## src/rtl/usb_rx_pkg.sv

```systemverilog
// Shared definitions for the USB receive path: RCU state encoding and the sync pattern.
package usb_rx_pkg;

  typedef enum logic [3:0] {
    IDLE     = 4'd0,
    SYNC_RCV = 4'd1,
    SYNC_CHK = 4'd2,
    BYTE_RCV = 4'd3,
    STORE    = 4'd4,
    EOP_WAIT = 4'd5,
    ERR_WAIT = 4'd6,
    ERR_EOP  = 4'd7,
    ERR_IDLE = 4'd8
  } rcu_state_e;

  localparam logic [7:0] SYNC_BYTE = 8'h80;

  // A packet is in progress everywhere except the two resting states.
  function automatic logic is_rcving(input rcu_state_e s);
    return !((s == IDLE) || (s == ERR_IDLE));
  endfunction

endpackage

```

## src/rtl/usb_rcu_bit_counter.sv

```systemverilog
// 3-bit bit-position counter for the RCU; wraps 7->0, clear wins over count.
module rcu_bit_counter
  import usb_rx_pkg::*;
(
  input  logic       clk,
  input  logic       n_rst,
  input  logic       clear,
  input  logic       count_enable,
  output logic [2:0] count
);

  logic [2:0] count_q;
  logic [2:0] count_d;

  always_comb begin
    count_d = count_q;
    if (clear) begin
      count_d = 3'd0;
    end else if (count_enable) begin
      count_d = count_q + 3'd1;
    end
  end

  always_ff @(posedge clk or negedge n_rst) begin
    if (!n_rst) begin
      count_q <= 3'd0;
    end else begin
      count_q <= count_d;
    end
  end

  assign count = count_q;

endmodule

```

## src/rtl/usb_rcu.sv

```systemverilog
// USB receiver control unit: frames sync/data bytes between edges and EOP, strobes FIFO writes.
// States: IDLE bus idle | SYNC_RCV shifting sync | SYNC_CHK compare sync | BYTE_RCV shifting data
//   STORE write byte | EOP_WAIT good end, await edge | ERR_WAIT bad packet, await eop
//   ERR_EOP error end, await edge | ERR_IDLE idle after error, r_error held
module usb_rcu
  import usb_rx_pkg::*;
(
  input  logic       clk,
  input  logic       n_rst,
  input  logic       d_edge,
  input  logic       eop,
  input  logic       shift_enable,
  input  logic       byte_received,
  input  logic [7:0] rcv_data,
  output logic       rcving,
  output logic       w_enable,
  output logic       r_error
);

  rcu_state_e state_q, state_d;
  logic       r_error_q, r_error_d;
  logic       rcving_q, rcving_d;
  logic       w_enable_q, w_enable_d;
  logic       cnt_clear;
  logic       cnt_en;
  logic [2:0] bit_cnt;
  logic       eop_bit;

  assign eop_bit = eop && shift_enable;

  rcu_bit_counter u_bit_counter (
    .clk          (clk),
    .n_rst        (n_rst),
    .clear        (cnt_clear),
    .count_enable (cnt_en),
    .count        (bit_cnt)
  );

  always_comb begin
    state_d   = state_q;
    r_error_d = r_error_q;
    case (state_q)
      IDLE: begin
        if (d_edge) begin
          state_d   = SYNC_RCV;
          r_error_d = 1'b0;
        end
      end
      SYNC_RCV: begin
        if (byte_received) begin
          state_d = SYNC_CHK;
        end else if (eop_bit) begin
          state_d = ERR_EOP;
        end
      end
      SYNC_CHK: state_d = (rcv_data == SYNC_BYTE) ? BYTE_RCV : ERR_WAIT;
      BYTE_RCV: begin
        if (byte_received) begin
          state_d = STORE;
        end else if (eop_bit) begin
          // EOP is only legal on a byte boundary; anything else is a truncated byte.
          state_d = (bit_cnt == 3'd0) ? EOP_WAIT : ERR_EOP;
        end
      end
      STORE:    state_d = BYTE_RCV;
      EOP_WAIT: if (d_edge) state_d = IDLE;
      ERR_WAIT: if (eop_bit) state_d = ERR_EOP;
      ERR_EOP:  if (d_edge) state_d = ERR_IDLE;
      ERR_IDLE: begin
        if (d_edge) begin
          state_d   = SYNC_RCV;
          r_error_d = 1'b0;
        end
      end
      default:  state_d = IDLE;
    endcase

    if ((state_d == ERR_WAIT) || (state_d == ERR_EOP)) begin
      r_error_d = 1'b1;
    end

    // Outputs are decoded from the next state so the registered copies track state_q exactly.
    rcving_d   = is_rcving(state_d);
    w_enable_d = (state_d == STORE);
    cnt_clear  = (state_d == BYTE_RCV) && (state_q != BYTE_RCV);
    cnt_en     = (state_q == BYTE_RCV) && shift_enable;
  end

  always_ff @(posedge clk or negedge n_rst) begin
    if (!n_rst) begin
      state_q    <= IDLE;
      r_error_q  <= 1'b0;
      rcving_q   <= 1'b0;
      w_enable_q <= 1'b0;
    end else begin
      state_q    <= state_d;
      r_error_q  <= r_error_d;
      rcving_q   <= rcving_d;
      w_enable_q <= w_enable_d;
    end
  end

  assign rcving   = rcving_q;
  assign w_enable = w_enable_q;
  assign r_error  = r_error_q;

endmodule
```

## config.mk

```make
export PLATFORM = sky130hd
export DESIGN_NAME = usb_rcu
export DESIGN_NICKNAME = d
export VERILOG_FILES = /design/src/rtl/usb_rx_pkg.sv /design/src/rtl/usb_rcu_bit_counter.sv /design/src/rtl/usb_rcu.sv
export SDC_FILE = /design/constraint.sdc
export NUM_CORES = 1
export LEC_CHECK = 0
export CAP_MARGIN = 20
export CELL_PAD_IN_SITES_DETAIL_PLACEMENT = 1
export CELL_PAD_IN_SITES_GLOBAL_PLACEMENT = 1
export CORE_MARGIN = 5
export CORE_UTILIZATION = 34
export DETAILED_ROUTE_END_ITERATION = 8
export HOLD_SLACK_MARGIN = 0.08
export PLACE_DENSITY_LB_ADDON = 0.1
export SKIP_LAST_GASP = 1
export SYNTH_ARGS = -nofsm -noshare
export SYNTH_HDL_FRONTEND = slang
export SYNTH_SLANG_ARGS = --single-unit
```

## constraint.sdc

```tcl
create_clock -name clk -period 2.15 [get_ports clk]
set_input_delay 0.43 -clock clk [delete_from_list [all_inputs] [get_ports clk]]
set_output_delay 0.43 -clock clk [all_outputs]
set_load 0.02 [all_outputs]
```

[Word level (Yosys, flattened, before mapping)]
Cells that the tools add are included.
Storage, ports and cells
  memories kept: 0
  latch bits: 0
  logic and storage cells: 50
  memory bits (read-only): 0
  register bits after elaboration: 10
  RAM bits: 0
Cells by class
  add/sub/neg operators: 1
  shift operators: 0
  reductions and logical operators: 14
  magnitude comparators: 0
  multiplexer cells: 15
  divide/modulo/power cells: 0
  bitwise operators: 0
  equal/unequal tests: 15
  $mul: 0
Operators by type and width (number)
  $pmux 4 s8: 1
  $eq 4x3->1 const B: 7
  $mux 4: 7
  $eq 4x2->1 const B: 3
  $mux 3: 3
  $eq 4x4->1 const B: 2
  $eq 8x8->1 const B: 1
  $logic_not 4->1: 2
  $reduce_bool 2->1: 3
  $eq 4x1->1 const B: 1
  $ne 4x2->1 const B: 1
  $add 3x1->3 const B: 1
  $logic_and 1x1->1: 3
  $logic_not 3->1: 1
  $mux 1: 3
  $logic_or 1x1->1: 2
  $mux 2: 1
  $reduce_and 2->1: 1
  $reduce_or 2->1: 1
  $logic_not 1->1: 1

[Depth between registers and ports, before layout]
Gate-level depths: netlist (run 1).
  depth after elaboration: 9
  gate-level depth with buffers: 6
  gate-level depth less buffers: 6

[Modules after synthesis]
A second synthesis (run 1) with hierarchy kept.
Second synthesis, totals
  cell total of the unflattened synthesis: 62
  area total of the unflattened synthesis: 608.1 µm²
Modules (own cells, without submodules)
  usb_rcu: area an instance 471.7 µm², cells each 51, instances 1, sequential area each 175.2 µm²
  rcu_bit_counter: area an instance 136.4 µm², cells each 11, instances 1, sequential area each 75.1 µm²

[Worst setup path before layout (run 1)]
OpenSTA, ideal clock, no wires.
  kind: in2reg
  start point: input port rcv_data[5]
  end point: register u_bit_counter.count_q[0] (netlist: u_bit_counter.count[0])
  path buffers: 0
  stages on the path: 5
  required time: 2028 ps
  setup time: 122 ps
  setup slack: 432 ps
  data arrival time: 1595 ps
  path through: or4b_4 o21ai_2 o211ai_2 and4bb_1 o21ai_1
Between the ends
  longest elaborated chain between the ends: 6
Ends and longest elaborated chain
  from (decl): line usb_rcu.sv:14  | input logic [7:0] rcv_data,
  $eq 8x8->1 (*): line usb_rcu.sv:56  | SYNC_CHK: state_d = (rcv_data == SYNC_BYTE) ? BYTE_RCV : ERR_WAIT;
  $mux 3 (*): line usb_rcu.sv:56
  $pmux 4 s8 (*): line usb_rcu.sv:42  | case (state_q)
  named net state_d[2]: line usb_rcu.sv:20  | rcu_state_e state_q, state_d;
  $eq 4x2->1 (*): line usb_rcu.sv:85  | cnt_clear = (state_d == BYTE_RCV) && (state_q != BYTE_RCV);
  $logic_and 1x1->1 (*): line usb_rcu.sv:85
  $mux 3 or $reduce_bool 2->1 (tied branches)
  to (signal assigned): line usb_rcu_bit_counter.sv:28  | count_q <= count_d;
  to (decl): line usb_rcu_bit_counter.sv:12  | logic [2:0] count_q;
Mark *: on every way through the listed nets, which the timed path passes. The rest lies on a longest branch.
A chain may end at the register's enable or synchronous reset.

[Worst setup path in the final report (run 1)]
Same ends and word-level chain as after synthesis.

==> results.txt, run 1 <==
----------------------------------------------------
[Floorplanning]
  Standard cell core area ... between 1500 and 2000 um2
  Effective utilization at floorplan ... between 30% and 40%
  Die height ... 53.2 um
  Number of I/O pins ... 17
  Site Rows ... 15
  Die Span X ... about 53 um
  Total die area ... roughly 2800 um2

[CTS]
  Clock tree from TritonCTS ... done
  Clk pin slew, worst setup/hold paths ... 0.06 ns
  Maximum buffer depth of the clock tree ... 2
  PostCTS Resize Cnt ... 0
  Inserted Clock Buffers ... 3
  Hold buffer count at cts ... 0
  Cell at the root of the clock tree ... sky130_fd_sc_hd__clkbuf_4
  Total setup buffers inserted after CTS ... 0
  Worst-Skew Late Latency ... ~0.25 ns
  Count of H-tree levels built during CTS ... 1
  # clock sinks ... 10

[Layout]
  Layout cell share with drive strength beyond 1 ... 14.1%
  Layout area overhead ... 35.6%
  Count of nets after finishing ... 103
  Diodes inserted ... 0
  Number of cells in the finished layout apart from fillers ... 110

[Synth]
  Leading cell type by number of instances after synthesis ... sky130_fd_sc_hd__dfrtp_1
  Commonest register cell after synthesis ... sky130_fd_sc_hd__dfrtp_1
  Post-synthesis net count ... 81
  Share of the synthesized area in the top cell type ... 39.4%
  Most instantiated cells after synthesis ... sky130_fd_sc_hd__dfrtp_1 (10), sky130_fd_sc_hd__nor2_1 (6), sky130_fd_sc_hd__inv_1 (4), sky130_fd_sc_hd__nand2_1 (4), sky130_fd_sc_hd__nand2b_1 (3)
  Post-synthesis register bit count ... 10
  Count of synthesis-stage warnings from yosys ... 0
  Post-Syn Area ... ~640 um2
  Largest cells by area after synthesis ... sky130_fd_sc_hd__dfrtp_1 (39%), sky130_fd_sc_hd__ha_1 (3.9%), sky130_fd_sc_hd__nor2_1 (3.5%), sky130_fd_sc_hd__nand2b_1 (3.0%), sky130_fd_sc_hd__nand4b_1 (2.8%)
  Leading area contributor after synthesis ... sky130_fd_sc_hd__dfrtp_1
  Number of flops mapped to enable cells by yosys ... 0
  Number of distinct standard cells referenced by the synthesized netlist ... 37
  Cells after Synth ... 65
  Async SR Flop Fraction ... 100%
  Seq/Total Area, Yosys ... 39.4%
  Synth Area per Inst ... between 9 and 10 um2

[STA]
  Pin slew with the least headroom to its limit ... 0.488 ns
  Number of max-slew violations in the final report ... 0
  Achievable frequency ... between 500 and 600 MHz
  Number of endpoints with negative hold slack in the final report ... 0
  Final setup viols ... 0
  Post-layout worst setup margin ... between 0.2 and 0.25 ns
  Unrepaired setup endpoints after global routing ... false
  Final clock period utilization by the worst path ... 89.6%
  Largest clock skew in the final design ... between 0.003 and 0.004 ns
  Slew headroom ... roughly 67%
  Clock period minus worst slack ... 1.93 ns

[Global route]
  Vias in the first global route ... roughly 560
  Routing usage on met2 ... 20.0%
  Overall fraction of global-route tracks in use ... 12.5%
  Met1 Resource Use GR ... between 15 and 20%
  GRT busiest layer ... met2
  Pin count of the biggest net entering global routing ... 15
  Initial antenna violation count ... 0
  Overall overflow remaining after global route ... 0
  Met3 track demand over resource ... 3.38%
  Global-route wire length before repair ... between 2000 and 3000 um

[Worst setup path]
  Critical path class ... in -> reg
  Ordered cell list for the critical path ... clkdlybuf4s50_1, or4b_4, nor2_1, a2111o_1, and4bb_1, o21ai_1
  CP peak stage delay ... about 0.54 ns
  Largest fanout of any net on the critical path ... 3
  Type of element capturing the critical path ... flop
  Launching element type of the critical path ... input pin
  Standard cell with the maximum stage delay on the critical path ... sky130_fd_sc_hd__or4b_4
  Critical Path AT ... roughly 2.1 ns
  Required time reported for the critical path endpoint ... roughly 2.3 ns

[Drt]
  Vias post-DR ... roughly 560
  Antenna viol nets, final ... 0
  Drt via density ... ~5.1
  Total DRC errors in the routed layout ... 0
  Drt first-iter violations ... 5
  Length of the first detailed-routing pass in iterations ... 2
  Avg WL per Cell ... roughly 14 um
  Routed wire length ... about 1500 um

[Placed design]
  Detail Placement HPWL ... around 1200 um
  Setup WS pre-CTS ... -0.0560 ns
  Final RePlAce weighted congestion ... about 0.66
  Count of placed standard cells including taps ... 107
  Port Buffer Count ... 16

[Power and ir drop]
  Static leakage ... around 0.35 nW
  Power per unit of standard cell area ... 1100 nW/um2
  Worst ir drop on vdd ... 0.923 mV

[Flow run]
  Max-cap viol count ... 0

[Hold path]
  Worst min-delay path category ... in -> async

[Outcome]
  Run status ... finished clean

----------------------------------------------------
power by group:
group	switching [W]	internal, W
Clock	0.0000540	0.0000641
Sequential	0.000108	0.000251
Combinational	0.000224	0.000244
placed cells by master (no fill, tap or decap), drive strengths merged, types with 2 or more instances in the layout:
master and instances:
nand2 4, buf 4, clkdlybuf4s50 16, inv 4, or4b 2, a21oi 2
ha 2, clkbuf 3, dfrtp 10, o21ai 3, nand4 2, nor2 6
nand4b 2, nand2b 3, nand3 2
worst paths after layout:
| check | startpoint | to | slack [ns] | cells past startpoint |
|---|---|---|---|---|
| setup / recovery | rcv_data[5] | u_bit_counter.count[0] | 0.22 | 6 |
| hold / removal | n_rst | w_enable | 0.48 | 1 |
| setup reg to reg | state_q[0] | u_bit_counter.count[0] | 0.35 | 4 |
| hold reg to reg | r_error | r_error | 0.50 | 1 |
| max in group asynchronous | n_rst | state_q[2] | 1.37 | 1 |
| min in group clk | r_error | r_error | 0.50 | 1 |
per-stage QoR:
stage          area, um2  setup TNS (ns)  hold slack [ns]  total power (W)  util (%)
2_1_floorplan        636               0            0.134         0.000655         -
3_3_place_gp         840         -0.0101            0.490         0.000822      48.1
3_5_place_dp         840          -0.112            0.485         0.000833      48.1
4_1_cts              862               0            0.488         0.000954      49.4
5_1_grt              862               0            0.514          0.00104      49.4
6_report             862               0            0.482         0.000944      49.4
worst max-delay path: cells and delay by family:
family | cells | cell delay (ns)
buffers and inverters | 1 | 0.39
AO/OA/AOI/OAI | 2 | 0.28
AND/OR/NAND/NOR | 3 | 0.95
per-layer routing:
layer,share of wire [%],wire [um],vias to the layer above
met5,0,0,-
met4,0,0,0
met3,5.2,78,0
met2,46,690,16
met1,49,731,262
li1,-,-,283
kinds of logic (layout without fill, tap and decap cells):
| group | Yosys count | count (layout) | synth area share, % |
|---|---|---|---|
| mux | 1 | 1 | 1.57 |
| fa+ha+maj | 2 | 2 | 3.94 |
| compound gates | 14 | 14 | 18.3 |
| flops | 10 | 10 | 39.4 |
| simple gates | 30 | 30 | 30.3 |
| xor+xnor | 1 | 1 | 1.38 |
| buf+inv | 7 | 27 | 5.12 |
final cells by class:
class / count / area (um2)
clock buffers: 3 / 22.5
fillers: 215 / 883
inverters: 4 / 15.0
multi-input cells: 48 / 353
flip-flops and latches: 10 / 250
well taps: 25 / 31.3
repair buffers: 20 / 190
state kept, by name, indices dropped and copies added (netlist names):
signal and flops:
r_error 1, rcving 1, state_q 4, u_bit_counter.count 3, w_enable 1
Power figures use the tool's default switching activity.
==> run 2, diff against run 1 <==
Settings changed: CELL_PAD_IN_SITES_DETAIL_PLACEMENT 1 to 2, CELL_PAD_IN_SITES_GLOBAL_PLACEMENT 1 to 2, CORE_ASPECT_RATIO from default to 1.2, CORE_UTILIZATION 34 to 28.
==> run 2 against run 1 <==
  * Die area increased by 17%
  * Clock skew about the same
  * Combinational power about the same
  * Wire length increased by 6.5%
  * Core utilization decreased by 11 points
  * Setup slack improved by 0.00055 ns
  * Critical path type unchanged
  * Critical path depth unchanged
  * Sequential power about the same
  * Final area unchanged
==> results.txt, run 2 (same netlist as run 1, synthesis figures left out) <==
----------------------------------------------------
[Flow run]
  Max-cap viol count ... 0 (unchanged)

[Worst setup path]
  Critical Path Start ... rcv_data[5] (unchanged)
  Launching element type of the critical path ... input pin (unchanged)
  Standard cell with the maximum stage delay on the critical path ... sky130_fd_sc_hd__or4b_4 (unchanged)
  CP peak stage delay ... 0.54 ns (about the same)
  Critical Path AT ... 2.07 ns (about the same)
  Type of element capturing the critical path ... flop (unchanged)
  Combined buffer and inverter count along the critical path ... 1 (unchanged)
  Largest fanout of any net on the critical path ... 3 (unchanged)
  CP top delay family ... simple AND/OR/NAND/NOR gates (unchanged)
  Worst R2R Start ... state_q[0] (unchanged)
  Required time reported for the critical path endpoint ... 2.29 ns (about the same)
  Ordered cell list for the critical path ... clkdlybuf4s50_1, or4b_4, o21ai_2, o211ai_2, and4bb_1, o21ai_1 (was clkdlybuf4s50_1, or4b_4, nor2_1, a2111o_1, and4bb_1, o21ai_1)
  Critical path class ... in -> reg (unchanged)

[Floorplanning]
  Die height ... 62.2 um (was 53.2 um)
  Die Span X ... 53.5 um (was 53.2 um)
  Standard cell core area ... 2230 um2 (was 1750 um2)
  Number of I/O pins ... 17 (unchanged)
  Total die area ... 3330 um2 (was 2830 um2)
  Site Rows ... 19 (was 15)
  Effective utilization at floorplan ... 28.4% (was 36.4%)

[Layout]
  Register name with the most flops ... state_q (unchanged)
  Layout area overhead ... 35.6% (unchanged)
  Max FFs per register ... 4 (unchanged)
  Footprint of the flip-flops and latches ... 250 um2 (unchanged)
  Area used by multi-input combinational logic ... 353 um2 (unchanged)
  Diodes inserted ... 0 (unchanged)
  Commonest cells after routing, fill and taps aside ... sky130_fd_sc_hd__clkdlybuf4s50_1 (16), sky130_fd_sc_hd__dfrtp_1 (10), sky130_fd_sc_hd__nor2_1 (6) (unchanged)
  Number of inserted filler cells in the final layout ... 270 (was 215)
  Count of nets after finishing ... 102 (was 103)
  Most common cell after layout, fill and taps aside ... sky130_fd_sc_hd__clkdlybuf4s50_1 (unchanged)
  Layout cell share with drive strength beyond 1 ... 13.1% (was 14.1%)
  Final instance area ... 862 um2 (unchanged)

[CTS]
  Clock tree from TritonCTS ... done (unchanged)
  Worst-Skew Late Latency ... 0.26 ns (was 0.25 ns)
  Clk pin slew, worst setup/hold paths ... 0.06 ns (about the same)
  PostCTS Resize Cnt ... 0 (unchanged)
  Maximum buffer depth of the clock tree ... 2 (unchanged)
  Count of H-tree levels built during CTS ... 1 (unchanged)
  Inserted Clock Buffers ... 3 (unchanged)
  # clock sinks ... 10 (unchanged)
  Cell at the root of the clock tree ... sky130_fd_sc_hd__clkbuf_4 (unchanged)
  Total setup buffers inserted after CTS ... 0 (unchanged)
  Hold buffer count at cts ... 0 (unchanged)

[STA]
  Slew headroom ... 67.4% (was 67.0%)
  Final clock period utilization by the worst path ... 89.6% (about the same)
  Achievable frequency ... 519 MHz (about the same)
  Final setup viols ... 0 (unchanged)
  Post-layout worst setup margin ... 0.224 ns (about the same)
  Number of endpoints with negative hold slack in the final report ... 0 (unchanged)
  Largest clock skew in the final design ... 0.00351 ns (was 0.00341 ns)
  Number of max-slew violations in the final report ... 0 (unchanged)
  Unrepaired setup endpoints after global routing ... false (unchanged)
  Clock period minus worst slack ... 1.93 ns (about the same)
  Pin slew with the least headroom to its limit ... 0.482 ns (was 0.488 ns)

[Placed design]
  Setup WS pre-CTS ... -0.0637 ns (was -0.0560 ns)
  Final RePlAce weighted congestion ... 0.667 (was 0.663)
  Post-place instance area ... 840 um2 (unchanged)
  Detail Placement HPWL ... 1300 um (was 1210 um)
  Port Buffer Count ... 16 (unchanged)

[Global route]
  Overall overflow remaining after global route ... 0 (unchanged)
  Met1 Resource Use GR ... 13.0% (was 17.3%)
  Initial antenna violation count ... 0 (unchanged)
  Global-route wire length before repair ... 2780 um (was 2640 um)
  Met3 track demand over resource ... 4.55% (was 3.38%)
  Pin count of the biggest net entering global routing ... 15 (unchanged)
  GRT busiest layer ... met2 (unchanged)
  Overall fraction of global-route tracks in use ... 10.8% (was 12.5%)
  Vias in the first global route ... 644 (was 561)
  Routing usage on met2 ... 17.6% (was 20.0%)

[Drt]
  Avg WL per Cell ... 13.9 um (was 13.6 um)
  Antenna viol nets, final ... 0 (unchanged)
  Routed wire length ... 1600 um (was 1500 um)
  Length of the first detailed-routing pass in iterations ... 3 (was 2)
  Total DRC errors in the routed layout ... 0 (unchanged)
  Drt via density ... 5.07 (was 5.10)
  Drt first-iter violations ... 9 (was 5)
  Vias post-DR ... 583 (was 561)

[Power and ir drop]
  Power per unit of standard cell area ... 1100 nW/um2 (about the same)
  Static leakage ... 0.347 nW (was 0.352 nW)
  Worst ir drop on vdd ... 0.559 mV (was 0.923 mV)

[Outcome]
  Run status ... finished clean (unchanged)

[Hold path]
  Worst min-delay path category ... in -> async (unchanged)

----------------------------------------------------
## run 2: worst paths after layout
check | to | slack, ns | depth (start not counted)
worst min-delay path | state_q[0] | 0.48 | 1
min in group clk | r_error | 0.50 | 1
worst max register to register | u_bit_counter.count[0] | 0.35 | 4
max in group asynchronous | state_q[1] | 1.36 | 1
worst max-delay path | u_bit_counter.count[0] | 0.22 | 6
worst min register to register | r_error | 0.50 | 1
## run 2: metal layers
layer / vias to the layer above / routed length (um)
li1: 281 / -
met5: - / 0
met2: 12 / 888
met1: 290 / 638
met3: 0 / 70
met4: 0 / 0
## run 2: cell type report
class | instances | share of cell area (%)
Timing Repair Buffer | 19 | 21.2
Inverter | 4 | 1.74
Tap cell | 31 | 4.50
Clock buffer | 3 | 2.61
Sequential cell | 10 | 29.0
Multi-Input combinational cell | 48 | 40.9
## run 2: stage by stage
step	setup TNS [ns]	hold WS (ns)	std cells	util [%]	power (W)
after floorplan	0	0.134	65	-	0.000655
after detailed placement	-0.170	0.485	112	37.6	0.000837
after CTS	0	0.488	115	38.6	0.000967
after global placement	-0.0256	0.487	112	37.6	0.000830
after global routing	0	0.508	115	38.6	0.00103
final	0	0.480	115	38.6	0.000949
## run 2: where the power goes
| part | total, W | switching (W) | internal [W] |
|---|---|---|---|
| clock network | 0.000121 | 0.0000571 | 0.0000643 |
| registers | 0.000361 | 0.000110 | 0.000251 |
| logic | 0.000467 | 0.000225 | 0.000243 |
==> run 3, diff against run 2 <==
Settings changed: PLACE_DENSITY from default to 0.88, PLACE_DENSITY_LB_ADDON 0.1 to default.
==> run 3 against run 2 <==
  * Highest routed layer is now met4
  * Sequential power is essentially flat
  * Critical path type unchanged
  * Flip-flop and latch count unchanged
  * Sequential share of layout area is 0.25 points lower
  * Critical path depth did not move
  * Global-route usage grew 1.2 points
  * Clock skew shrank 0.0013 ns
  * Critical endpoint unchanged
  * Wire length grew 9.6%
==> results.txt, run 3 (same netlist as run 1, synthesis figures left out) <==
----------------------------------------------------
[Layout]
  Final instance area ... 870 um2 (was 862 um2)
  Register name with the most flops ... state_q (unchanged)
  Most common cell after layout, fill and taps aside ... sky130_fd_sc_hd__clkdlybuf4s50_1 (unchanged)
  Commonest cells after routing, fill and taps aside ... sky130_fd_sc_hd__clkdlybuf4s50_1 (16), sky130_fd_sc_hd__dfrtp_1 (10), sky130_fd_sc_hd__nor2_1 (6) (unchanged)
  Count of nets after finishing ... 103 (was 102)
  Layout cell share with drive strength beyond 1 ... 14.1% (was 13.1%)
  Core Util, Final ... 38.9% (was 38.6%)
  Diodes inserted ... 0 (unchanged)
  Layout area overhead ... 36.8% (was 35.6%)
  Max FFs per register ... 4 (unchanged)

[CTS]
  Total setup buffers inserted after CTS ... 0 (unchanged)
  Clock tree from TritonCTS ... done (unchanged)
  # clock sinks ... 10 (unchanged)
  Worst-Skew Late Latency ... 0.25 ns (was 0.26 ns)
  Clk pin slew, worst setup/hold paths ... 0.06 ns (about the same)
  Inserted Clock Buffers ... 3 (unchanged)
  Maximum buffer depth of the clock tree ... 2 (unchanged)
  PostCTS Resize Cnt ... 0 (unchanged)
  Cell at the root of the clock tree ... sky130_fd_sc_hd__clkbuf_4 (unchanged)
  Count of H-tree levels built during CTS ... 1 (unchanged)
  Hold buffer count at cts ... 0 (unchanged)

[Worst setup path]
  Launching element type of the critical path ... input pin (unchanged)
  CP peak stage delay ... 0.55 ns (was 0.54 ns)
  Critical path class ... in -> reg (unchanged)
  Critical Path Start ... rcv_data[5] (unchanged)
  Combined buffer and inverter count along the critical path ... 1 (unchanged)
  Largest fanout of any net on the critical path ... 4 (was 3)
  Critical Path AT ... 2.10 ns (was 2.07 ns)
  Standard cell with the maximum stage delay on the critical path ... sky130_fd_sc_hd__or4b_4 (unchanged)
  Type of element capturing the critical path ... flop (unchanged)
  Required time reported for the critical path endpoint ... 2.29 ns (about the same)
  CP top delay family ... simple AND/OR/NAND/NOR gates (unchanged)
  Worst R2R Start ... state_q[0] (unchanged)
  Ordered cell list for the critical path ... clkdlybuf4s50_1, or4b_4, o21ai_2, o211ai_2, and4bb_1, o21ai_1 (unchanged)

[Power and ir drop]
  Worst ir drop on vdd ... 0.511 mV (was 0.559 mV)
  Internal power consumption ... 0.000561 W (was 0.000558 W)
  Share of total power in combinational logic ... 50.1% (was 49.2%)
  Static leakage ... 0.352 nW (was 0.347 nW)
  Part of the total power dissipated in the clock network ... 12.4% (was 12.8%)
  Sequential cell fraction of total power ... 37.5% (was 38.0%)
  Net switching power figure ... 0.000398 W (was 0.000392 W)
  Power per unit of standard cell area ... 1100 nW/um2 (about the same)
  Switching Share ... 41.5% (was 41.3%)

[Global route]
  Overall fraction of global-route tracks in use ... 12.0% (was 10.8%)
  Pin count of the biggest net entering global routing ... 15 (unchanged)
  Initial antenna violation count ... 0 (unchanged)
  Vias in the first global route ... 639 (was 644)
  Overall overflow remaining after global route ... 0 (unchanged)
  Global-route wire length before repair ... 3020 um (was 2780 um)

[STA]
  Slew headroom ... 70.6% (was 67.4%)
  Number of max-slew violations in the final report ... 0 (unchanged)
  Pin slew with the least headroom to its limit ... 0.435 ns (was 0.482 ns)
  Number of endpoints with negative hold slack in the final report ... 0 (unchanged)
  Post-layout worst setup margin ... 0.196 ns (was 0.224 ns)
  Largest clock skew in the final design ... 0.00226 ns (was 0.00351 ns)
  Final setup viols ... 0 (unchanged)
  Final Hold Slack ... 0.485 ns (was 0.480 ns)
  Unrepaired setup endpoints after global routing ... false (unchanged)
  Achievable frequency ... 512 MHz (was 519 MHz)
  Clock period minus worst slack ... 1.95 ns (was 1.93 ns)
  Final clock period utilization by the worst path ... 90.9% (was 89.6%)

[Drt]
  Drt first-iter violations ... 7 (was 9)
  Total length of routed met2 wires ... 951 um (was 888 um)
  Vias post-DR ... 588 (was 583)
  Amount of wire on met3 after detailed routing ... 23 um (was 70 um)
  Routed met1 length ... 756 um (was 638 um)
  Routed wire length ... 1750 um (was 1600 um)
  Antenna viol nets, final ... 0 (unchanged)
  Drt via density ... 5.07 (about the same)
  Total DRC errors in the routed layout ... 0 (unchanged)
  Avg WL per Cell ... 15.1 um (was 13.9 um)
  Top metal layer carrying routed signals ... met4 (was met3)
  Length of the first detailed-routing pass in iterations ... 4 (was 3)

[Floorplanning]
  Total die area ... 3330 um2 (unchanged)
  Number of I/O pins ... 17 (unchanged)
  Site Rows ... 19 (unchanged)
  Standard cell core area ... 2230 um2 (unchanged)
  Effective utilization at floorplan ... 28.4% (unchanged)
  Die Span X ... 53.5 um (unchanged)
  Die height ... 62.2 um (unchanged)

[Placed design]
  Final RePlAce weighted congestion ... 0.658 (was 0.667)
  Post-place instance area ... 847 um2 (was 840 um2)
  Setup WS pre-CTS ... -0.0974 ns (was -0.0637 ns)
  Detail Placement HPWL ... 1430 um (was 1300 um)
  Port Buffer Count ... 16 (unchanged)

[Hold path]
  Worst min-delay path category ... in -> async (unchanged)

[Outcome]
  Run status ... finished clean (unchanged)

[Flow run]
  Max-cap viol count ... 0 (unchanged)

----------------------------------------------------
[run 3: changes by cell type in the layout (fill, tap and decap cells not counted)]
cell / before / now
sky130_fd_sc_hd__buf_4: 3 / 4
[run 3: worst register-to-register path: cells and delay by family, from the launching register on]
kind	cells	cell delay [ns]
AND/OR/NAND/NOR	2	0.57
AO/OA/AOI/OAI	2	0.51
flip-flops	1	0.58
[run 3: per-stage QoR]
step           power, W  cells  setup TNS [ns]
6_report       0.000959    116               0
5_1_grt         0.00105    116               0
4_1_cts        0.000982    116               0
3_5_place_dp   0.000849    113          -0.271
3_3_place_gp   0.000815    113         -0.0338
2_1_floorplan  0.000655     65               0
[run 3: worst paths after layout]
path	slack, ns	endpoint	cells past startpoint
max	0.20	u_bit_counter.count[0]	6
min	0.49	u_bit_counter.count[1]	1
max reg2reg	0.38	rcving	4
min reg2reg	0.53	r_error	1
max in group asynchronous	1.36	state_q[1]	1
min in group clk	0.53	r_error	1
[run 3: power groups by stage]
stage,logic (W),clock network (W),registers (W)
6_report,0.000480,0.000119,0.000360
5_1_grt,0.000540,0.000136,0.000373
4_1_cts,0.000495,0.000126,0.000360
3_5_place_dp,0.000486,0,0.000363
3_3_place_gp,0.000461,0,0.000354
2_1_floorplan,0.000353,0,0.000301
[run 3: per-layer routing]
layer  vias up  global-route usage, %
met5         -                      0
met4         0                   4.79
met3         2                   1.44
met2         6                   20.4
met1       298                   14.8
li1        282                      -
[run 3: area by class of cell]
cell class / count / area, um2
Sequential cell: 10 / 250
Clock buffer: 3 / 22.5
Multi-Input combinational cell: 48 / 353
Fill cell: 258 / 1370
Timing Repair Buffer: 20 / 190
Tap cell: 31 / 38.8
Inverter: 4 / 15.0
